### src/rtl/fsm_link_pkg.sv
// ---------------------------------------------------------------------------
// fsm_link_pkg
// Shared constants and types for the 8-bit strobed link. The RX packer and
// the TX side both use these, so they agree on framing and byte order.
//   BYTES_PER_WORD : bytes per frame / per FIFO word
//   WORD_W         : FIFO word width
//   BYTE_W         : link byte width
//   IDX_W          : width of the byte index counter
//   rx_state_t     : receiver FSM state
// ---------------------------------------------------------------------------
package fsm_link_pkg;

    localparam int BYTES_PER_WORD = 8;
    localparam int WORD_W         = 64;
    localparam int BYTE_W         = 8;
    localparam int IDX_W          = $clog2(BYTES_PER_WORD);

    typedef enum logic [1:0] {
        IDLE    = 2'd0,
        COLLECT = 2'd1,
        DISCARD = 2'd2
    } rx_state_t;

    // True when the index points at the final byte slot of a word.
    function automatic logic is_last_idx(input logic [IDX_W-1:0] idx);
        return idx == IDX_W'(BYTES_PER_WORD - 1);
    endfunction

endpackage

### src/rtl/sat_counter.sv
// ---------------------------------------------------------------------------
// sat_counter
// Event counter that increments by one per cycle with inc=1 and holds at
// all-ones instead of wrapping.
//   clk     : clock
//   reset_n : asynchronous active-low reset, clears count
//   inc     : count one event this cycle
//   count   : registered count value
// ---------------------------------------------------------------------------
module sat_counter #(
    parameter int W = 16
) (
    input  logic         clk,
    input  logic         reset_n,
    input  logic         inc,
    output logic [W-1:0] count
);

    logic [W-1:0] count_q;

    always_ff @(posedge clk or negedge reset_n) begin
        if (!reset_n) begin
            count_q <= '0;
        end else if (inc && (count_q != '1)) begin
            count_q <= count_q + W'(1);
        end
    end

    assign count = count_q;

endmodule

### src/rtl/fsm_in.sv
// ---------------------------------------------------------------------------
// fsm_in
// Receives 8-byte frames from the strobed link, packs them little-endian into
// a 64-bit word and writes the word to the RX FIFO with a one-cycle pulse.
// Malformed frames (one-byte, short, gapped, long) are discarded and flagged
// on frame_err; good frames hitting a full FIFO are dropped and flagged on
// overflow.
//
// Handshake: strobe_in qualifies data_in/data_end_in each cycle; there is no
// backpressure toward the link. write_enable is a one-cycle write strobe with
// fifo_wdata valid in the same cycle; fifo_full is sampled only in the cycle
// the 8th byte arrives and a full FIFO drops the word.
//
// Ports:
//   clk, reset_n       : clock, asynchronous active-low reset
//   strobe_in          : byte valid
//   data_in[7:0]       : byte payload
//   data_end_in        : last byte of frame (qualified by strobe_in)
//   fifo_full          : RX FIFO cannot accept a write
//   write_enable       : FIFO write pulse
//   fifo_wdata[63:0]   : assembled word, held between writes
//   busy               : frame in progress (COLLECT or DISCARD)
//   frame_err          : pulse, malformed frame discarded
//   overflow           : pulse, good frame dropped on full FIFO
//   good_cnt, err_cnt  : saturating event counters
//   state_dbg          : current FSM state for observation
// ---------------------------------------------------------------------------
module fsm_in
    import fsm_link_pkg::*;
#(
    parameter int CNT_W = 16
) (
    input  logic              clk,
    input  logic              reset_n,
    input  logic              strobe_in,
    input  logic [BYTE_W-1:0] data_in,
    input  logic              data_end_in,
    input  logic              fifo_full,
    output logic              write_enable,
    output logic [WORD_W-1:0] fifo_wdata,
    output logic              busy,
    output logic              frame_err,
    output logic              overflow,
    output logic [CNT_W-1:0]  good_cnt,
    output logic [CNT_W-1:0]  err_cnt,
    output rx_state_t         state_dbg
);

    rx_state_t         state_q;
    logic [IDX_W-1:0]  idx_q;
    logic [WORD_W-1:0] asm_q;
    logic [WORD_W-1:0] wdata_q;
    logic              we_q, ferr_q, ovf_q, busy_q;

    // Next-cycle pulse values. The counters consume these directly so they
    // update on the same edge as the registered pulses.
    logic we_d, ferr_d, ovf_d;
    logic last_idx;

    assign last_idx = is_last_idx(idx_q);

    always_comb begin
        we_d   = 1'b0;
        ferr_d = 1'b0;
        ovf_d  = 1'b0;
        case (state_q)
            IDLE: begin
                // A frame that ends on its first byte is malformed.
                if (strobe_in && data_end_in) ferr_d = 1'b1;
            end
            COLLECT: begin
                if (!strobe_in) begin
                    ferr_d = 1'b1;
                end else if (!last_idx) begin
                    ferr_d = data_end_in;
                end else if (data_end_in) begin
                    we_d  = !fifo_full;
                    ovf_d = fifo_full;
                end else begin
                    ferr_d = 1'b1;
                end
            end
            default: ;
        endcase
    end

    always_ff @(posedge clk or negedge reset_n) begin
        if (!reset_n) begin
            state_q <= IDLE;
            idx_q   <= '0;
            asm_q   <= '0;
            wdata_q <= '0;
            we_q    <= 1'b0;
            ferr_q  <= 1'b0;
            ovf_q   <= 1'b0;
            busy_q  <= 1'b0;
        end else begin
            we_q   <= we_d;
            ferr_q <= ferr_d;
            ovf_q  <= ovf_d;
            // The completing byte goes straight into the output word, so the
            // assembly register is free for the next frame's byte 0.
            if (we_d) begin
                wdata_q <= {data_in, asm_q[WORD_W-BYTE_W-1:0]};
            end
            case (state_q)
                IDLE: begin
                    if (strobe_in && !data_end_in) begin
                        asm_q[BYTE_W-1:0] <= data_in;
                        idx_q             <= IDX_W'(1);
                        state_q           <= COLLECT;
                        busy_q            <= 1'b1;
                    end
                end
                COLLECT: begin
                    if (!strobe_in || (!last_idx && data_end_in)) begin
                        idx_q   <= '0;
                        state_q <= IDLE;
                        busy_q  <= 1'b0;
                    end else if (!last_idx) begin
                        asm_q[idx_q*BYTE_W +: BYTE_W] <= data_in;
                        idx_q                         <= idx_q + IDX_W'(1);
                    end else begin
                        idx_q <= '0;
                        if (data_end_in) begin
                            state_q <= IDLE;
                            busy_q  <= 1'b0;
                        end else begin
                            // Long frame: swallow the rest until strobe drops.
                            state_q <= DISCARD;
                        end
                    end
                end
                DISCARD: begin
                    if (!strobe_in) begin
                        state_q <= IDLE;
                        busy_q  <= 1'b0;
                    end
                end
                default: begin
                    idx_q   <= '0;
                    state_q <= IDLE;
                    busy_q  <= 1'b0;
                end
            endcase
        end
    end

    sat_counter #(.W(CNT_W)) u_good_cnt (
        .clk     (clk),
        .reset_n (reset_n),
        .inc     (we_d),
        .count   (good_cnt)
    );

    sat_counter #(.W(CNT_W)) u_err_cnt (
        .clk     (clk),
        .reset_n (reset_n),
        .inc     (ferr_d | ovf_d),
        .count   (err_cnt)
    );

    assign write_enable = we_q;
    assign fifo_wdata   = wdata_q;
    assign busy         = busy_q;
    assign frame_err    = ferr_q;
    assign overflow     = ovf_q;
    assign state_dbg    = state_q;

endmodule

### config.mk
export PLATFORM = sky130hd
export DESIGN_NAME = fsm_in
export DESIGN_NICKNAME = d
export VERILOG_FILES = /design/src/rtl/fsm_link_pkg.sv /design/src/rtl/sat_counter.sv /design/src/rtl/fsm_in.sv
export SDC_FILE = /design/constraint.sdc
export NUM_CORES = 1
export LEC_CHECK = 0
export CAP_MARGIN = 30
export CORE_MARGIN = 1.5
export CORE_UTILIZATION = 40
export DETAILED_ROUTE_END_ITERATION = 8
export GPL_TIMING_DRIVEN = 0
export PLACE_DENSITY = 0.7
export RECOVER_POWER = 50
export REMOVE_ABC_BUFFERS = 1
export SETUP_SLACK_MARGIN = 0.05
export SLEW_MARGIN = 20
export SYNTH_ARGS = -nofsm -noshare
export SYNTH_HDL_FRONTEND = slang
export SYNTH_SLANG_ARGS = --single-unit
### constraint.sdc
create_clock -name clk -period 4.5 [get_ports clk]
set_input_delay 1.125 -clock clk [delete_from_list [all_inputs] [get_ports clk]]
set_output_delay 1.125 -clock clk [all_outputs]
set_load 0.005 [all_outputs]
# Word level (Yosys, flattened, before mapping)
# Index checks and enable logic that the tools add are counted.
# classes
add_sub_neg	4
eq_ne	11
shift	2
muxes	34
bitwise	4
reduce_logical	17
# op_table
op	count
$bwmux W64	1
$shift A8 B34 Y64 const A	1
$shiftx A8 B34 Y64	1
$neg A6 Y34	1
$add A16 B1 Y16 const B	2
$ne A16 B16 Y1 const B	2
$mux W8	3
$mux W1	17
$pmux W8 S2	1
$mux W2	5
$mux W3	3
$pmux W3 S3	1
$ne A2 B2 Y1 const B	4
$reduce_and A4 Y1	2
$ne A3 B3 Y1 const B	2
$pmux W2 S3	1
$reduce_and A3 Y1	2
$logic_and A1 B1 Y1	5
$logic_not A1 Y1	4
$add A3 B1 Y3 const B	1
$eq A3 B3 Y1 const B	1
$not A1 Y1	3
$pmux W1 S3	1
$eq A2 B1 Y1 const B	1
other kinds (7)	7
# totals
ff_bits	169
wordCells	83

# Depth between registers and ports, before layout
# depth
ltp_word	6
ltp_mapped	9
ltp_nobuf	8

# Cells and area by module
# Synthesis repeated with hierarchy kept, for this count alone.
# unflattened
cells_unflattened	480
area_unflattened_um2	7058.0
# modules_own_cells
mod	n_inst	cells_each	area_per_inst_um2
fsm_in	1	336	5338.9
sat_counter	2	72	859.6

# Worst setup path after synthesis
# No wires, ideal clock.
# synth_path
path_kind	input to register
startpoint	input data_end_in
endpoint	register asm_q[0]
setup_time_ps	125
arrival_time_ps	2951
t_required_ps	4375
path_slack_ps	1424
stages	5
path_buffers	0
path_cell_list	ha_1 -> or3b_2 -> or4_4 -> a21oi_4 -> mux2_2
# synth_between
elab_chain_cells	4
word_cells_on_any_way	7
classes_between	eq/ne (2); reduce/logical (5)
# synth_lines
item	line	source
from (decl)	fsm_in.sv:37	input logic data_end_in,
$logic_and A1 B1 Y1 or $logic_not A1 Y1 (tied branches)	fsm_in.sv:116, fsm_in.sv:108	
$logic_or A1 B1 Y1 or $logic_and A1 B1 Y1 (tied branches)	fsm_in.sv:116, fsm_in.sv:108	
$ne A2 B2 Y1 (no line)	--	
$reduce_and A4 Y1 (no line) *	--	
to (signal, indexed assignment)	fsm_in.sv:109	asm_q[BYTE_W-1:0] <= data_in;
to (signal, indexed assignment)	fsm_in.sv:121	asm_q[idx_q*BYTE_W +: BYTE_W] <= data_in;
to (decl)	fsm_in.sv:51	logic [WORD_W-1:0] asm_q;
# Every way passes the cells marked *; elsewhere a longest branch is shown, timed or not.
# A chain may end at the register's enable or synchronous reset.

# Worst setup path in the final report
# layout_path
startpoint	input data_end_in
endpoint	register asm_q[6]
# The elaborated chain is that of the path after synthesis.

==> results.py <==
metrics = {
    "status": {
        "outcome": "finished, violations left",
        "violations": "capacitance limit, slew limit",
    },
    "floorplan": {
        "fp.coreArea_mm2": 0.0165,
        "die_x_um": 133,
        "ios": 115,
        "die_area_mm2": 0.0177,
        "std_cell_rows": 47,
        "start_util": 0.409,
        "die_h_um": 133,
    },
    "timing": {
        "rsz0062_at_grt": "no",
        "fmax_ghz": 0.278,
        "hold_viol": 0,
        "setup_viol": 0,
        "finalSetupTns_ps": 0,
        "clock_skew_ps": 7.50,
        "slew_viol_final": 85,
        "worst_hold_slack_ps": 473,
        "worst_pin_slew_ps": 2030,
        "max-slew-margin-rel": -0.352,
        "finalWorstSetupSlack_ps": 901,
        "fin_crit_ps": 3600,
        "post-route-period-util": 0.800,
    },
    "worst_setup_path": {
        "cp_data_arrival_time_ps": 3900,
        "path_max_fanout": 9,
        "required_ps": 4800,
        "critPathLaunchType": "primary input",
        "r2r_cells": 7,
        "end_kind": "flip-flop",
        "r2r-start": "idx_q[0]",
        "rrSetupSlack_ps": 1040,
        "r2r-end": "asm_q[6]",
        "path_class": "in2reg",
    },
    "cts": {
        "htree_levels": 4,
        "cts_setup_buffers": 0,
        "clk_pin_slew_ps": 60,
        "clk_latency_ps": 420,
        "clock-root-buffer": "clkbuf_16",
        "cts_resized": 0,
        "cts_buffer_depth": 2,
        "cts.sinks": 161,
        "cts_tree": "built",
        "postCtsHoldBufs": 0,
        "cts_buffers": 17,
    },
    "logic_synthesis": {
        "synthCells": 510,
        "syn_area_per_cell_um2": 13.3,
        "yosys.area.top_type_share": 0.596,
        "ys_types": 46,
        "ys_seq_elements": 161,
        "yosysSeqAreaShare": 0.596,
        "async_flop_share": 1.00,
        "netlist_area_mm2": 0.00676,
        "synth_edf_count": 0,
        "synthTopCellsByArea": "dfrtp_1, mux2_2, xnor2_1",
        "ys.flop_type": "dfrtp_1",
        "synth_warnings": 0,
        "yosys.area.top_type": "dfrtp_1",
    },
    "layout": {
        "final_nets": 643,
        "utilization": 0.528,
        "area_growth_pct": 29.1,
        "layout-drive-gt1-share": 0.237,
        "multiInputGateArea_mm2": 0.00258,
        "seq_area_mm2": 0.00403,
        "fill_cells": 1404,
    },
    "pwr": {
        "power_density_mw_per_mm2": 389,
        "peakVddDrop_mv": 0.266,
        "leakagePower_uw": 0.00419,
    },
    "flow_run": {
        "maxCapViolations": 1,
    },
    "worst_hold_path": {
        "min_path_cells": 2,
        "hold_end": "asm_q[29]",
        "hold_class": "reg2reg",
        "min_from": "asm_q[29]",
    },
    "placement": {
        "routabilityCongestion": 0.860,
        "numPortBuffers": 114,
        "dp_slack_ps": 519,
        "dp_hpwl_mm": 9.64,
    },
    "routing": {
        "final_antenna_net_count": 0,
        "first_pass_iters": 4,
        "vias_per_cell": 5.22,
        "vias": 4483,
        "drtIter0Drc": 221,
        "route.detailed.drc": 0,
        "wl_mm": 14.3,
        "wl_per_cell_um": 16.7,
    },
    "global_routing": {
        "grt_max_degree": 85,
        "grt_overflow": 0,
        "grt_usage": 0.171,
        "grtUsageMet1": 0.222,
        "grt_pass1_vias": 4469,
        "grt_pass1_wl_mm": 23.6,
        "grt_antenna_before_repair": 2,
        "gr-max-usage-layer": "met2",
        "gr-usage-met3": 0.0502,
        "grt.met2_usage": 0.275,
    },
}
[per-stage QoR]
stage               instances  instance area [um^2]  total power (uW)
global route              858                  8720              3550
finish                    858                  8720              3390
CTS                       855                  8740              3440
detailed placement        823                  8160              2030
floorplan                 486                  6650              1840
global placement          820                  8070              2010
[critical path: stages]
cell           delay (ps)
dlygate4sd3_1         660
ha_1                  280
or3b_2                500
or4_4                 540
a21oi_4               400
mux2_2                390
[layout by cell type, fill, tap and decap left out, types with 2 or more instances in the layout]
cell / synthesis / routed
dfrtp_1: 161 / 161
mux2_2: 107 / 107
clkdlybuf4s50_1: 0 / 64
dlygate4sd3_1: 0 / 49
nand2_1: 32 / 32
inv_1: 18 / 18
clkbuf_16: 0 / 17
nand4_1: 16 / 16
xnor2_1: 14 / 14
xor2_1: 14 / 14
o21ai_0: 13 / 13
nor2_1: 11 / 10
a211oi_1: 9 / 9
and3_1: 9 / 9
nand3_1: 9 / 9
mux2i_1: 8 / 8
ha_1: 7 / 7
o31ai_1: 6 / 6
a21oi_1: 6 / 6
o211ai_1: 5 / 5
a2111oi_0: 5 / 5
and2_1: 4 / 4
clkinv_4: 0 / 4
inv_6: 0 / 4
nand2b_1: 3 / 3
clkinvlp_4: 0 / 3
diode_2: 0 / 2
nand3b_1: 2 / 2
nor2b_1: 2 / 2
and4_1: 2 / 2
or4_1: 2 / 2
nor4_1: 3 / 2
o2111ai_1: 2 / 2
clkbuf_8: 0 / 2
buf_12: 0 / 2
[synthesized netlist by cell type (11+ instances only)]
library cell  count
nand4_1          16
xor2_1           14
nor2_1           11
nand2_1          32
dfrtp_1         161
clkbuf_1         15
o21ai_0          13
mux2_2          107
inv_1            18
xnor2_1          14
[registers in the layout (all words and copies together), names as in the netlist]
| register | count |
|---|---|
| fifo_wdata | 64 |
| frame_err | 1 |
| overflow | 1 |
| write_enable | 1 |
| busy | 1 |
| state_dbg | 2 |
| asm_q | 56 |
| idx_q | 3 |
| u_good_cnt.count | 16 |
| u_err_cnt.count | 16 |
[cells by family (layout without fill, tap and decap cells)]
logic type               count (synthesis)  after routing  synth area share
AO/OA/AOI/OAI                           54             54            0.0563
XOR/XNOR                                28             28            0.0363
adder cells (fa/ha/maj)                  7              7            0.0130
buffers and inverters                   42            168            0.0255
flip-flops                             161            161             0.596
multiplexers                           116            116             0.192
other                                    0              2                 0
AND/OR/NAND/NOR                        102            102            0.0811
[report_power, final]
group          internal (uW)  total [uW]  leakage [uW]  switching (uW)
clock network            800        1390      0.000277             593
registers               1560        1660       0.00217             100
logic                    174         341       0.00175             167
[final cells by class]
cell class                 count  share of cell area
sequential                   161               0.462
multi-input combinational    307               0.295
timing repair buffer         118               0.136
clock buffer                  19              0.0519
tap                          220              0.0316
clock inverter                13              0.0146
inverter                      18             0.00775
antenna                        2            0.000574
[worst max path at each step]
stage | from | endpoint | slack, ps | cells after the start
2_1_floorplan | fifo_full | u_good_cnt.count[1] | -1000 | 4
3_3_place_gp | reset_n | fifo_wdata[5] | -3960 | 1
3_5_place_dp | data_end_in | asm_q[3] | 520 | 6
4_1_cts | data_end_in | asm_q[6] | 970 | 6
5_1_grt | reset_n | fifo_wdata[23] | 550 | 2
6_report | data_end_in | asm_q[6] | 900 | 6
[layer usage]
layer	up-vias	wire length, um	part of all wire
met1	2275	6470	0.45
met4	0	211	0.015
met5	-	0	0
li1	2057	-	-
met3	27	700	0.049
met2	124	6930	0.48
Note: power is estimated with default switching activity, not from simulation.
